<file path="config.mk">
export PLATFORM = sky130hd
export DESIGN_NAME = spi_write_engine_flat
export DESIGN_NICKNAME = d
export VERILOG_FILES = /design/src/rtl/spi_write_engine_if.sv /design/src/rtl/spi_write_engine.sv /design/src/flat_wrapper.sv
export SDC_FILE = /design/constraint.sdc
export NUM_CORES = 1
export LEC_CHECK = 0
export ABC_AREA = 1
export CAP_MARGIN = 20
export CORE_UTILIZATION = 56
export CTS_BUF_LIST = sky130_fd_sc_hd__clkbuf_16
export DETAILED_ROUTE_END_ITERATION = 10
export HOLD_SLACK_MARGIN = 0.08
export PLACE_DENSITY_LB_ADDON = 0.15
export SYNTH_ARGS = -nofsm -noshare
export SYNTH_HDL_FRONTEND = slang
export SYNTH_SLANG_ARGS = --single-unit
export TNS_END_PERCENT = 50
</file>
<file path="constraint.sdc">
create_clock -name clk -period 4 [get_ports clk]
set_clock_uncertainty 0.1 [all_clocks]
set_input_delay 0.6 -clock clk [delete_from_list [all_inputs] [get_ports clk]]
set_output_delay 0.6 -clock clk [all_outputs]
set_load 0.02 [all_outputs]
</file>
<file path="src/rtl/spi_write_engine_if.sv">
// Bus bundle for the SPI register-write engine: request inputs, MISO, and
// the registered MOSI / clock-gate / completion outputs.
interface spi_write_engine_if #(
  parameter int REG_WIDTH  = 8,
  parameter int ADDR_WIDTH = 7
);
  logic                  start;
  logic [ADDR_WIDTH-1:0] reg_addr;
  logic [REG_WIDTH-1:0]  wr_data;
  logic                  serial_in;
  logic                  busy;
  logic                  write_serial_out;
  logic                  write_spi_clk_en;
  logic [REG_WIDTH-1:0]  data_read_during_write;
  logic                  write_complete;

  modport master (
    output start, reg_addr, wr_data, serial_in,
    input  busy, write_serial_out, write_spi_clk_en,
    input  data_read_during_write, write_complete
  );

  modport slave (
    input  start, reg_addr, wr_data, serial_in,
    output busy, write_serial_out, write_spi_clk_en,
    output data_read_during_write, write_complete
  );
endinterface

</file>
<file path="src/rtl/spi_write_engine.sv">
// Single-register SPI write engine: shifts {1, addr, data} MSB first on MOSI
// while capturing MISO during the data phase; every output comes from a flop.
module spi_write_engine #(
  parameter int REG_WIDTH  = 8,
  parameter int ADDR_WIDTH = 7
) (
  input  logic               clk,
  input  logic               rst,
  spi_write_engine_if.slave  bus
);

  localparam int FRAME_W = 1 + ADDR_WIDTH + REG_WIDTH;
  localparam int CNT_W   = $clog2(FRAME_W);
  localparam logic [CNT_W-1:0] CMD_LAST  = CNT_W'(ADDR_WIDTH);
  localparam logic [CNT_W-1:0] FRAME_LAST = CNT_W'(FRAME_W - 1);

  typedef enum logic [1:0] {IDLE, CMD, DATA, DONE} state_t;

  state_t                 state_q, state_d;
  logic [CNT_W-1:0]       cnt_q, cnt_d;
  logic [FRAME_W-1:0]     shift_q, shift_d;
  logic [REG_WIDTH-1:0]   cap_q, cap_d;
  logic [REG_WIDTH-1:0]   rd_q, rd_d;
  logic                   mosi_q, mosi_d;
  logic                   clk_en_q, clk_en_d;
  logic                   busy_q, busy_d;
  logic                   wc_q, wc_d;
  logic [REG_WIDTH-1:0]   cap_next;

  always_ff @(posedge clk) begin
    if (rst) begin
      state_q  <= IDLE;
      cnt_q    <= '0;
      shift_q  <= '0;
      cap_q    <= '0;
      rd_q     <= '0;
      mosi_q   <= 1'b0;
      clk_en_q <= 1'b0;
      busy_q   <= 1'b0;
      wc_q     <= 1'b0;
    end else begin
      state_q  <= state_d;
      cnt_q    <= cnt_d;
      shift_q  <= shift_d;
      cap_q    <= cap_d;
      rd_q     <= rd_d;
      mosi_q   <= mosi_d;
      clk_en_q <= clk_en_d;
      busy_q   <= busy_d;
      wc_q     <= wc_d;
    end
  end

  // Outputs are registered from the next-state decode, so each output flop
  // already reflects the state being entered at the same edge.
  always_comb begin
    state_d  = state_q;
    cnt_d    = cnt_q;
    shift_d  = shift_q;
    cap_d    = cap_q;
    rd_d     = rd_q;
    mosi_d   = 1'b0;
    clk_en_d = 1'b0;
    busy_d   = 1'b0;
    wc_d     = 1'b0;
    cap_next = {cap_q[REG_WIDTH-2:0], bus.serial_in};

    case (state_q)
      IDLE: begin
        if (bus.start) begin
          state_d  = CMD;
          cnt_d    = '0;
          // The write flag goes straight to MOSI; the remainder waits in shift_q.
          shift_d  = {bus.reg_addr, bus.wr_data, 1'b0};
          cap_d    = '0;
          mosi_d   = 1'b1;
          clk_en_d = 1'b1;
          busy_d   = 1'b1;
        end
      end
      CMD: begin
        clk_en_d = 1'b1;
        busy_d   = 1'b1;
        mosi_d   = shift_q[FRAME_W-1];
        shift_d  = {shift_q[FRAME_W-2:0], 1'b0};
        cnt_d    = cnt_q + CNT_W'(1);
        if (cnt_q == CMD_LAST) begin
          state_d = DATA;
        end
      end
      DATA: begin
        busy_d = 1'b1;
        cap_d  = cap_next;
        if (cnt_q == FRAME_LAST) begin
          state_d = DONE;
          cnt_d   = '0;
          wc_d    = 1'b1;
          rd_d    = cap_next;
        end else begin
          clk_en_d = 1'b1;
          mosi_d   = shift_q[FRAME_W-1];
          shift_d  = {shift_q[FRAME_W-2:0], 1'b0};
          cnt_d    = cnt_q + CNT_W'(1);
        end
      end
      DONE: begin
        state_d = IDLE;
      end
      default: begin
        state_d = IDLE;
      end
    endcase
  end

  assign bus.busy                   = busy_q;
  assign bus.write_serial_out       = mosi_q;
  assign bus.write_spi_clk_en       = clk_en_q;
  assign bus.write_complete         = wc_q;
  assign bus.data_read_during_write = rd_q;

endmodule

</file>
<file path="src/flat_wrapper.sv">
// flat-port wrapper written by rule: the top's interface ports become plain ports
module spi_write_engine_flat 
#(
  parameter int REG_WIDTH  = 8,
  parameter int ADDR_WIDTH = 7
)
  (clk, rst, bus_start, bus_reg_addr, bus_wr_data, bus_serial_in, bus_busy, bus_write_serial_out, bus_write_spi_clk_en, bus_data_read_during_write, bus_write_complete);
  spi_write_engine_if #(.REG_WIDTH(REG_WIDTH), .ADDR_WIDTH(ADDR_WIDTH)) bus_i ();
  input  logic clk;
  input  logic rst;
  input wire logic [$bits(bus_i.start)-1:0] bus_start;
  input wire logic [$bits(bus_i.reg_addr)-1:0] bus_reg_addr;
  input wire logic [$bits(bus_i.wr_data)-1:0] bus_wr_data;
  input wire logic [$bits(bus_i.serial_in)-1:0] bus_serial_in;
  output wire logic [$bits(bus_i.busy)-1:0] bus_busy;
  output wire logic [$bits(bus_i.write_serial_out)-1:0] bus_write_serial_out;
  output wire logic [$bits(bus_i.write_spi_clk_en)-1:0] bus_write_spi_clk_en;
  output wire logic [$bits(bus_i.data_read_during_write)-1:0] bus_data_read_during_write;
  output wire logic [$bits(bus_i.write_complete)-1:0] bus_write_complete;
  assign bus_i.start = bus_start;
  assign bus_i.reg_addr = bus_reg_addr;
  assign bus_i.wr_data = bus_wr_data;
  assign bus_i.serial_in = bus_serial_in;
  assign bus_busy = bus_i.busy;
  assign bus_write_serial_out = bus_i.write_serial_out;
  assign bus_write_spi_clk_en = bus_i.write_spi_clk_en;
  assign bus_data_read_during_write = bus_i.data_read_during_write;
  assign bus_write_complete = bus_i.write_complete;
  spi_write_engine #(.REG_WIDTH(REG_WIDTH), .ADDR_WIDTH(ADDR_WIDTH)) u_core (.clk(clk), .rst(rst), .bus(bus_i));
endmodule
</file>
# == After elaboration in Yosys (flattened, before gate mapping) ==
# Cells that the tools add are included.
# classes
n_mux,19
bitwise,1
reduce_logical,10
addsub,1
n_eq_ne,9
# op_table
operator,n
$pmux 16 s3,1
$mux 16,2
$pmux 7 s2,1
$pmux 4 s3,1
$mux 4,2
$pmux 2 s4,1
$mux 7,1
$mux 2,3
$pmux 1 s3,2
$reduce_and 2->1,3
$reduce_and 3->1,2
$add 4x1->4 const B,1
$eq 2x2->1 const B,2
$eq 4x3->1 const B,1
$eq 4x4->1 const B,1
$mux 1,4
$ne 2x1->1 const B,2
$ne 2x2->1 const B,2
$reduce_or 2->1,2
$reduce_bool 3->1,1
$eq 2x1->1 const B,1
$logic_not 2->1,1
$pmux 1 s2,1
$reduce_bool 2->1,1
$not 1->1,1
# word_totals
output_inout_bits,12
ff_bits,41
wordCells,49

# == Depth between registers and ports, before layout ==
# Gate-level depths: netlist (run 1).
# logic_depth
depth_word,3
depth_mapped,9

# == Worst setup path before layout (run 1) ==
# No wires, ideal clock.
# synth_timing
path_kind,reg-to-reg
start,register u_core.state_q[0]
end,register u_core.shift_q[10]
t_required_ps,3787
period_less_slack_ps,1554
setup_time_ps,113
slack_ps,2446
arrival_ps,1341
path_stages_with_launch,9
n_path_buf,2
cell_sequence,dfxtp_1 > inv_1 > ha_1 > buf_4 > buf_4 > mux2i_1 > nand2_1 > nand2_1 > nor2_1
# synth_between
elab_chain_len,3
# synth_rtl
item,line,source
from (decl),spi_write_engine.sv:19,"state_t state_q, state_d;"
from (signal assigned),spi_write_engine.sv:42,state_q <= state_d;
$eq 2x2->1 (tied with other cells),spi_write_engine.sv:68,case (state_q)
$ne 2x2->1 (no line) or $reduce_bool 3->1 (tied branches),--,
$reduce_and 3->1 (no line),--,
to (signal assigned),spi_write_engine.sv:44,shift_q <= shift_d;
to (decl),spi_write_engine.sv:21,"logic [FRAME_W-1:0] shift_q, shift_d;"
# Several ways; a longest one is shown, not always the timed one.
# A chain may end at the register's enable or synchronous reset.

==> flow_summary.yaml, run 1 <==
global_route:
  grt_antenna_before_repair: 0
  globalRoute.totalOverflow: 0
  global_route.peak_usage_layer: "met2"
  global_route_wire_length_before_repair_um: 5400
  grt_use_met3_pct: 6.55
  maximum_number_of_pins_on_one_net_before_global_route_repair: 31
  gr-usage-all-layers_pct: 20.8
  grt.met2_usage_pct: 32.3
  via_count_of_the_first_global_routing_pass: 1265
  gr-usage-met1_pct: 26.2
setup_path:
  path_class: "primary input to flop"
  timing.critical_path.max_delay_family: "buffers and inverters"
  critical_path_buf_inv_count: 2
  critPathMaxStageDelay_ns: 0.72
  critical-path-slowest-cell: "clkinv_1"
  reg_to_reg_startpoint: "u_core.state_q[0]$_SDFFE_PP0P_"
  cp_max_fo: 28
  setup.worst_path.start_class: "primary input"
  critical_path_required_ns: 4.06
  path_cells: "clkdlybuf4s50_1 > clkinv_1 > nand2_2 > o21ai_1"
  worstSetupEndpointType: "flop"
  worst_setup_path_startpoint: "rst"
  timing.critical_path.arrival_ns: 2.44
clock_network:
  cts_buffers: 5
  cts_hold_buf: 0
  clockBufferDepth: 2
  cts.sinks: 40
  clk_latency_ns: 0.28
  clock_tree_from_tritoncts: "yes"
  post-cts-setup-buffers: 0
  cts.htree.levels: 2
  cts_resized: 0
  cts.root.buffer_cell: "clkbuf_16"
  cts.reportedPaths.clkPinSlew_ns: 0.05
place:
  portBuffers: 30
  dp_hpwl_um: 2250
  place_area_um2: 2110
  place.gp.congestion: 0.784
die:
  die-height_um: 59.3
  design.core.area_um2: 3080
  floorplan.die_area_um2: 3520
  num_rows: 20
  die_outline_width_um: 59.3
  io_pins: 31
  starting_density_pct: 59.8
yosys:
  synth_async_sr_flop_share_pct: 0
  synth-edff-count: 0
  ys_dominant_reg_cell: "dfxtp_1"
  syn_area_per_cell_um2: 7.63
  yosys_warnings: 0
  post_synthesis_sequential_area_ratio_pct: 43.5
  yosys.area.top_type_share_pct: 43.5
  synth_area_leaders: "dfxtp_1, nor2_1, nand2_1"
  synth_common_cells: "nor2_1, nand2_1, dfxtp_1, inv_1, mux2i_1"
  synth_cell_types: 24
  post-synth-top-count-cell: "nor2_1"
  postSynthRegisterBits: 40
  count_of_mapped_cells_out_of_synthesis: 241
  synthDominantAreaCellType: "dfxtp_1"
  mappedNetlistArea_um2: 1840
  synth_nets: 265
detailed_routing:
  first_pass_iters: 4
  drc: 0
  route.vias.total: 1511
  route.final.wire_length_um: 3280
  antenna_left: 0
  via_count_normalized_by_instance_count: 4.83
  dr.first_iter.drc_count: 87
  avgRoutedWirePerCell_um: 10.5
cells_and_area:
  multi_input_area_um2: 850
  seq_area_um2: 801
  final_layout_size_suffix_gt1_share_pct: 5.20
  fillers: 258
  layout.nets: 293
  diodes: 0
  finalInstanceArea_um2: 2250
  areaGrowthSynthToFinish_pct: 22.2
sta:
  fin_setup_tns_ns: 0
  maxSlewHeadroom_pct: 44.8
  final_worst_path_cycle_share_pct: 59.5
  rsz_0062_raised_after_global_routing: "no"
  final-setup-viol-count: 0
  maxClockFrequency_mhz: 420
  final_hold_viol_count: 0
  period_minus_slack_ns: 2.38
  slew_viol_final: 0
  worst_slew_pin_slew_ns: 0.828
flow_run:
  max-cap-violations: 0
power_and_ir_drop:
  ir_worst_vdd_v: 0.000340
  p_seq_share_pct: 34.5
  clock_power_share_pct: 23.7
  sw_share_pct: 37.1
  combPwrFrac_pct: 41.8
  p_sw_uw: 576
  internal_power_uw: 975
  static_leak_uw: 0.000988
  cellPowerDensity_nw_per_um2: 691
outcome:
  outcome: "complete, no violations"
hold_path:
  min-delay-path-class: "flop to flop"
  hold_start: "u_core.cap_q[6]$_SDFFE_PP0P_"
through the flow:
stage	cells	hold WS (ns)	total power, uW	util (%)	setup WS (ns)
floorplan	241	0.332	1100	-	2.45
global placement	306	0.358	1190	68.7	1.40
detailed placement	306	0.365	1190	68.7	1.32
CTS	313	0.371	1560	73.0	1.61
global route	313	0.400	1680	73.0	1.43
finish	313	0.367	1550	73.0	1.62
worst paths after layout:
| check | end | depth (start not counted) | slack (ns) |
|---|---|---|---|
| worst max register to register | u_core.cnt_q[1]$_SDFFE_PP0P_ | 6 | 1.83 |
| worst max-delay path | u_core.bus.data_read_during_write[6]$_SDFFE_PP0P_ | 4 | 1.62 |
| worst min-delay path | u_core.bus.data_read_during_write[7]$_SDFFE_PP0P_ | 2 | 0.37 |
| worst min register to register | u_core.bus.data_read_during_write[7]$_SDFFE_PP0P_ | 2 | 0.37 |
sequential cells by signal, indices dropped and copies added (netlist names):
signal                             cells
u_core.bus.busy                        1
u_core.bus.data_read_during_write      8
u_core.bus.write_complete              1
u_core.bus.write_serial_out            1
u_core.bus.write_spi_clk_en            1
u_core.cap_q                           7
u_core.cnt_q                           4
u_core.shift_q                        15
u_core.state_q                         2
cell usage in the layout, fill, tap and decap left out, types with 2 or more instances in the layout:
master,count
nand4_1,3
a21oi_1,9
ha_1,5
nand2_4,2
nand2_1,46
nor2_4,2
mux2i_1,14
inv_1,27
clkdlybuf4s50_1,30
nor2_1,51
o21ai_0,9
clkbuf_16,5
o22ai_1,6
clkinv_1,3
o21ai_1,4
nand3_1,8
dfxtp_1,40
worst register-to-register path, cell delays in order, from the launching register on:
cell	delay, ns
dfxtp_1	0.38
inv_1	0.09
ha_1	0.83
inv_1	0.22
nor2_1	0.23
nand3_1	0.11
a21oi_1	0.13
power by group through the flow:
stage	clock (uW)	sequential, uW	combinational, uW
after global placement	0	541	645
final	368	535	649
after CTS	372	536	655
after global routing	390	547	738
after detailed placement	0	545	650
after floorplan	0	549	554
logic make-up after synthesis:
family                   share of synthesized area (%)
adder cells (fa/ha/maj)                           3.40
buffers and inverters                             10.3
AO/OA/AOI/OAI                                     8.50
AND/OR/NAND/NOR                                   26.7
multiplexers                                      7.62
flip-flops                                        43.5
metal layers:
layer	vias up	routed length, um
met4	0	59
met5	-	0
li1	819	-
met1	663	1640
met3	6	130
met2	23	1450
cell type report:
class / instances / area share, %
Multi-Input combinational cell: 163 / 37.8
Sequential cell: 40 / 35.6
Timing Repair Buffer: 30 / 13.4
Clock buffer: 5 / 5.57
Inverter: 29 / 4.84
Tap cell: 44 / 2.45
Clock inverter: 2 / 0.334
Note: power is estimated with default switching activity, not from simulation.
==> inputs of run 2 (changes only) <==
--- a/config.mk
+++ b/config.mk
@@ -7,7 +7,7 @@
 export LEC_CHECK = 0
 export ABC_AREA = 1
 export CAP_MARGIN = 20
-export CORE_UTILIZATION = 56
+export CORE_UTILIZATION = 47
 export CTS_BUF_LIST = sky130_fd_sc_hd__clkbuf_16
 export DETAILED_ROUTE_END_ITERATION = 10
 export HOLD_SLACK_MARGIN = 0.08
==> constraint.sdc (replaced) <==
create_clock -name clk -period 2.05 [get_ports clk]
set_clock_uncertainty 0.1 [all_clocks]
set_input_delay 0.3075 -clock clk [delete_from_list [all_inputs] [get_ports clk]]
set_output_delay 0.3075 -clock clk [all_outputs]
set_load 0.02 [all_outputs]
==> flow_summary.yaml, run 2 (synthesized netlist as in run 1, its figures left out) <==
place:
  portBuffers: 30
  place.gp.congestion: 0.772
  dp_hpwl_um: 2450
setup_path:
  critPathMaxStageDelay_ns: 0.34
  setup.worst_path.start_class: "flop"
  path_class: "flop to flop"
  critical_path_required_ns: 2.17
  timing.critical_path.arrival_ns: 1.84
  critical_path_buf_inv_count: 3
  timing.critical_path.max_delay_family: "simple AND/OR/NAND/NOR gates"
  cp_max_fo: 30
  worstSetupEndpointType: "flop"
  critical-path-slowest-cell: "dfxtp_1"
  path_cells: "inv_1 > ha_1 > inv_1 > nor2_4 > nor2_4 > buf_12 > nand2_1 > nand2_1 > nor2_1"
detailed_routing:
  route.vias.total: 1548
  route.final.wire_length_um: 3410
  via_count_normalized_by_instance_count: 4.78
  drc: 0
  dr.first_iter.drc_count: 72
  avgRoutedWirePerCell_um: 10.5
  first_pass_iters: 4
  antenna_left: 0
global_route:
  global_route_wire_length_before_repair_um: 5670
  maximum_number_of_pins_on_one_net_before_global_route_repair: 31
  global_route.peak_usage_layer: "met2"
  grt_use_met3_pct: 5.63
  globalRoute.totalOverflow: 0
  grt.met2_usage_pct: 29.2
  via_count_of_the_first_global_routing_pass: 1368
  gr-usage-met1_pct: 21.5
  gr-usage-all-layers_pct: 17.9
  grt_antenna_before_repair: 0
clock_network:
  cts.sinks: 40
  cts.htree.levels: 2
  cts_resized: 0
  cts.reportedPaths.clkPinSlew_ns: 0.06
  clk_latency_ns: 0.28
  post-cts-setup-buffers: 0
  cts.root.buffer_cell: "clkbuf_16"
  clockBufferDepth: 2
  clock_tree_from_tritoncts: "yes"
  cts_buffers: 5
  cts_hold_buf: 0
flow_run:
  max-cap-violations: 0
cells_and_area:
  multi_input_area_um2: 850
  most-common-layout-cells: "nor2_1, nand2_1, dfxtp_1"
  layout.nets: 299
  final_layout_size_suffix_gt1_share_pct: 7.25
  largest_register_ff_count: 15
  layout.cells.most_common: "nor2_1"
  regMostFlops: "u_core.shift_q"
  areaGrowthSynthToFinish_pct: 25.8
  fillers: 378
  seq_area_um2: 801
  diodes: 0
sta:
  rsz_0062_raised_after_global_routing: "no"
  final_worst_path_cycle_share_pct: 84.1
  worst_slew_pin_slew_ns: 0.484
  maxClockFrequency_mhz: 580
  period_minus_slack_ns: 1.73
  fin_setup_tns_ns: 0
  final-setup-viol-count: 0
  final_hold_viol_count: 0
  fin_worst_hold_slack_ns: 0.358
  slew_viol_final: 0
  maxSlewHeadroom_pct: 67.5
power_and_ir_drop:
  sw_share_pct: 36.8
  internal_power_uw: 1980
  combPwrFrac_pct: 43.6
  cellPowerDensity_nw_per_um2: 1350
  clock_power_share_pct: 23.1
  p_seq_share_pct: 33.3
  p_sw_uw: 1150
  ir_worst_vdd_v: 0.000509
  total_power_uw: 3130
  static_leak_uw: 0.00103
hold_path:
  min-delay-path-class: "flop to flop"
die:
  design.core.area_um2: 3720
  floorplan.die_area_um2: 4170
  io_pins: 31
  die-height_um: 64.6
  num_rows: 22
  die_outline_width_um: 64.6
  starting_density_pct: 49.5
outcome:
  outcome: "complete, no violations"
## run 2: changes by cell type in the layout (fill, tap and decap cells not counted), sizes merged
cell	previous run	this run
buf	0	6
inv	28	30
clkinv	3	2
## run 2: power by group through the flow
stage / clock [uW] / combinational [uW] / sequential, uW
floorplan: 0 / 1080 / 1070
global placement: 0 / 1360 / 1060
detailed placement: 0 / 1370 / 1060
CTS: 738 / 1380 / 1050
global route: 781 / 1550 / 1070
finish: 723 / 1360 / 1040
## run 2: worst register-to-register path: cells and delay by family, from the launching register on
family | cells | cell delay [ns]
and+or+nand+nor | 5 | 0.59
adders and majority gates | 1 | 0.25
buffers and inverters | 3 | 0.38
DFF | 1 | 0.34
## run 2: worst paths after layout
| kind | startpoint | end | slack (ns) | cells after the start |
|---|---|---|---|---|
| worst max register to register | u_core.state_q[0]$_SDFFE_PP0P_ | u_core.shift_q[4]$_SDFFE_PP0P_ | 0.32 | 9 |
| worst min register to register | u_core.cap_q[6]$_SDFFE_PP0P_ | u_core.bus.data_read_during_write[7]$_SDFFE_PP0P_ | 0.36 | 2 |
| worst min-delay path | u_core.cap_q[6]$_SDFFE_PP0P_ | u_core.bus.data_read_during_write[7]$_SDFFE_PP0P_ | 0.36 | 2 |
| worst max-delay path | u_core.state_q[0]$_SDFFE_PP0P_ | u_core.shift_q[4]$_SDFFE_PP0P_ | 0.32 | 9 |
## run 2: per-layer routing
metal  share of wire, %  wire length, um
met1                 48             1640
met2                 46             1580
met3                3.8              131
met4                1.8               60
met5                  0                0
## run 2: final cells by class
cell class	count	area share, %
clock buffers	5	5.41
flip-flops and latches	40	34.6
well taps	48	2.60
repair buffers	36	15.5
multi-input cells	163	36.7
clock inverters	3	0.487
inverters	29	4.71
## run 2: stage by stage
stage               cells  instance area, um^2  util, %  worst slack (ns)
floorplan             241                 1840        -             0.496
global placement      316                 2180     58.6             0.369
detailed placement    316                 2180     58.6             0.333
CTS                   324                 2310     62.3             0.320
global route          324                 2310     62.3             0.195
finish                324                 2310     62.3             0.325
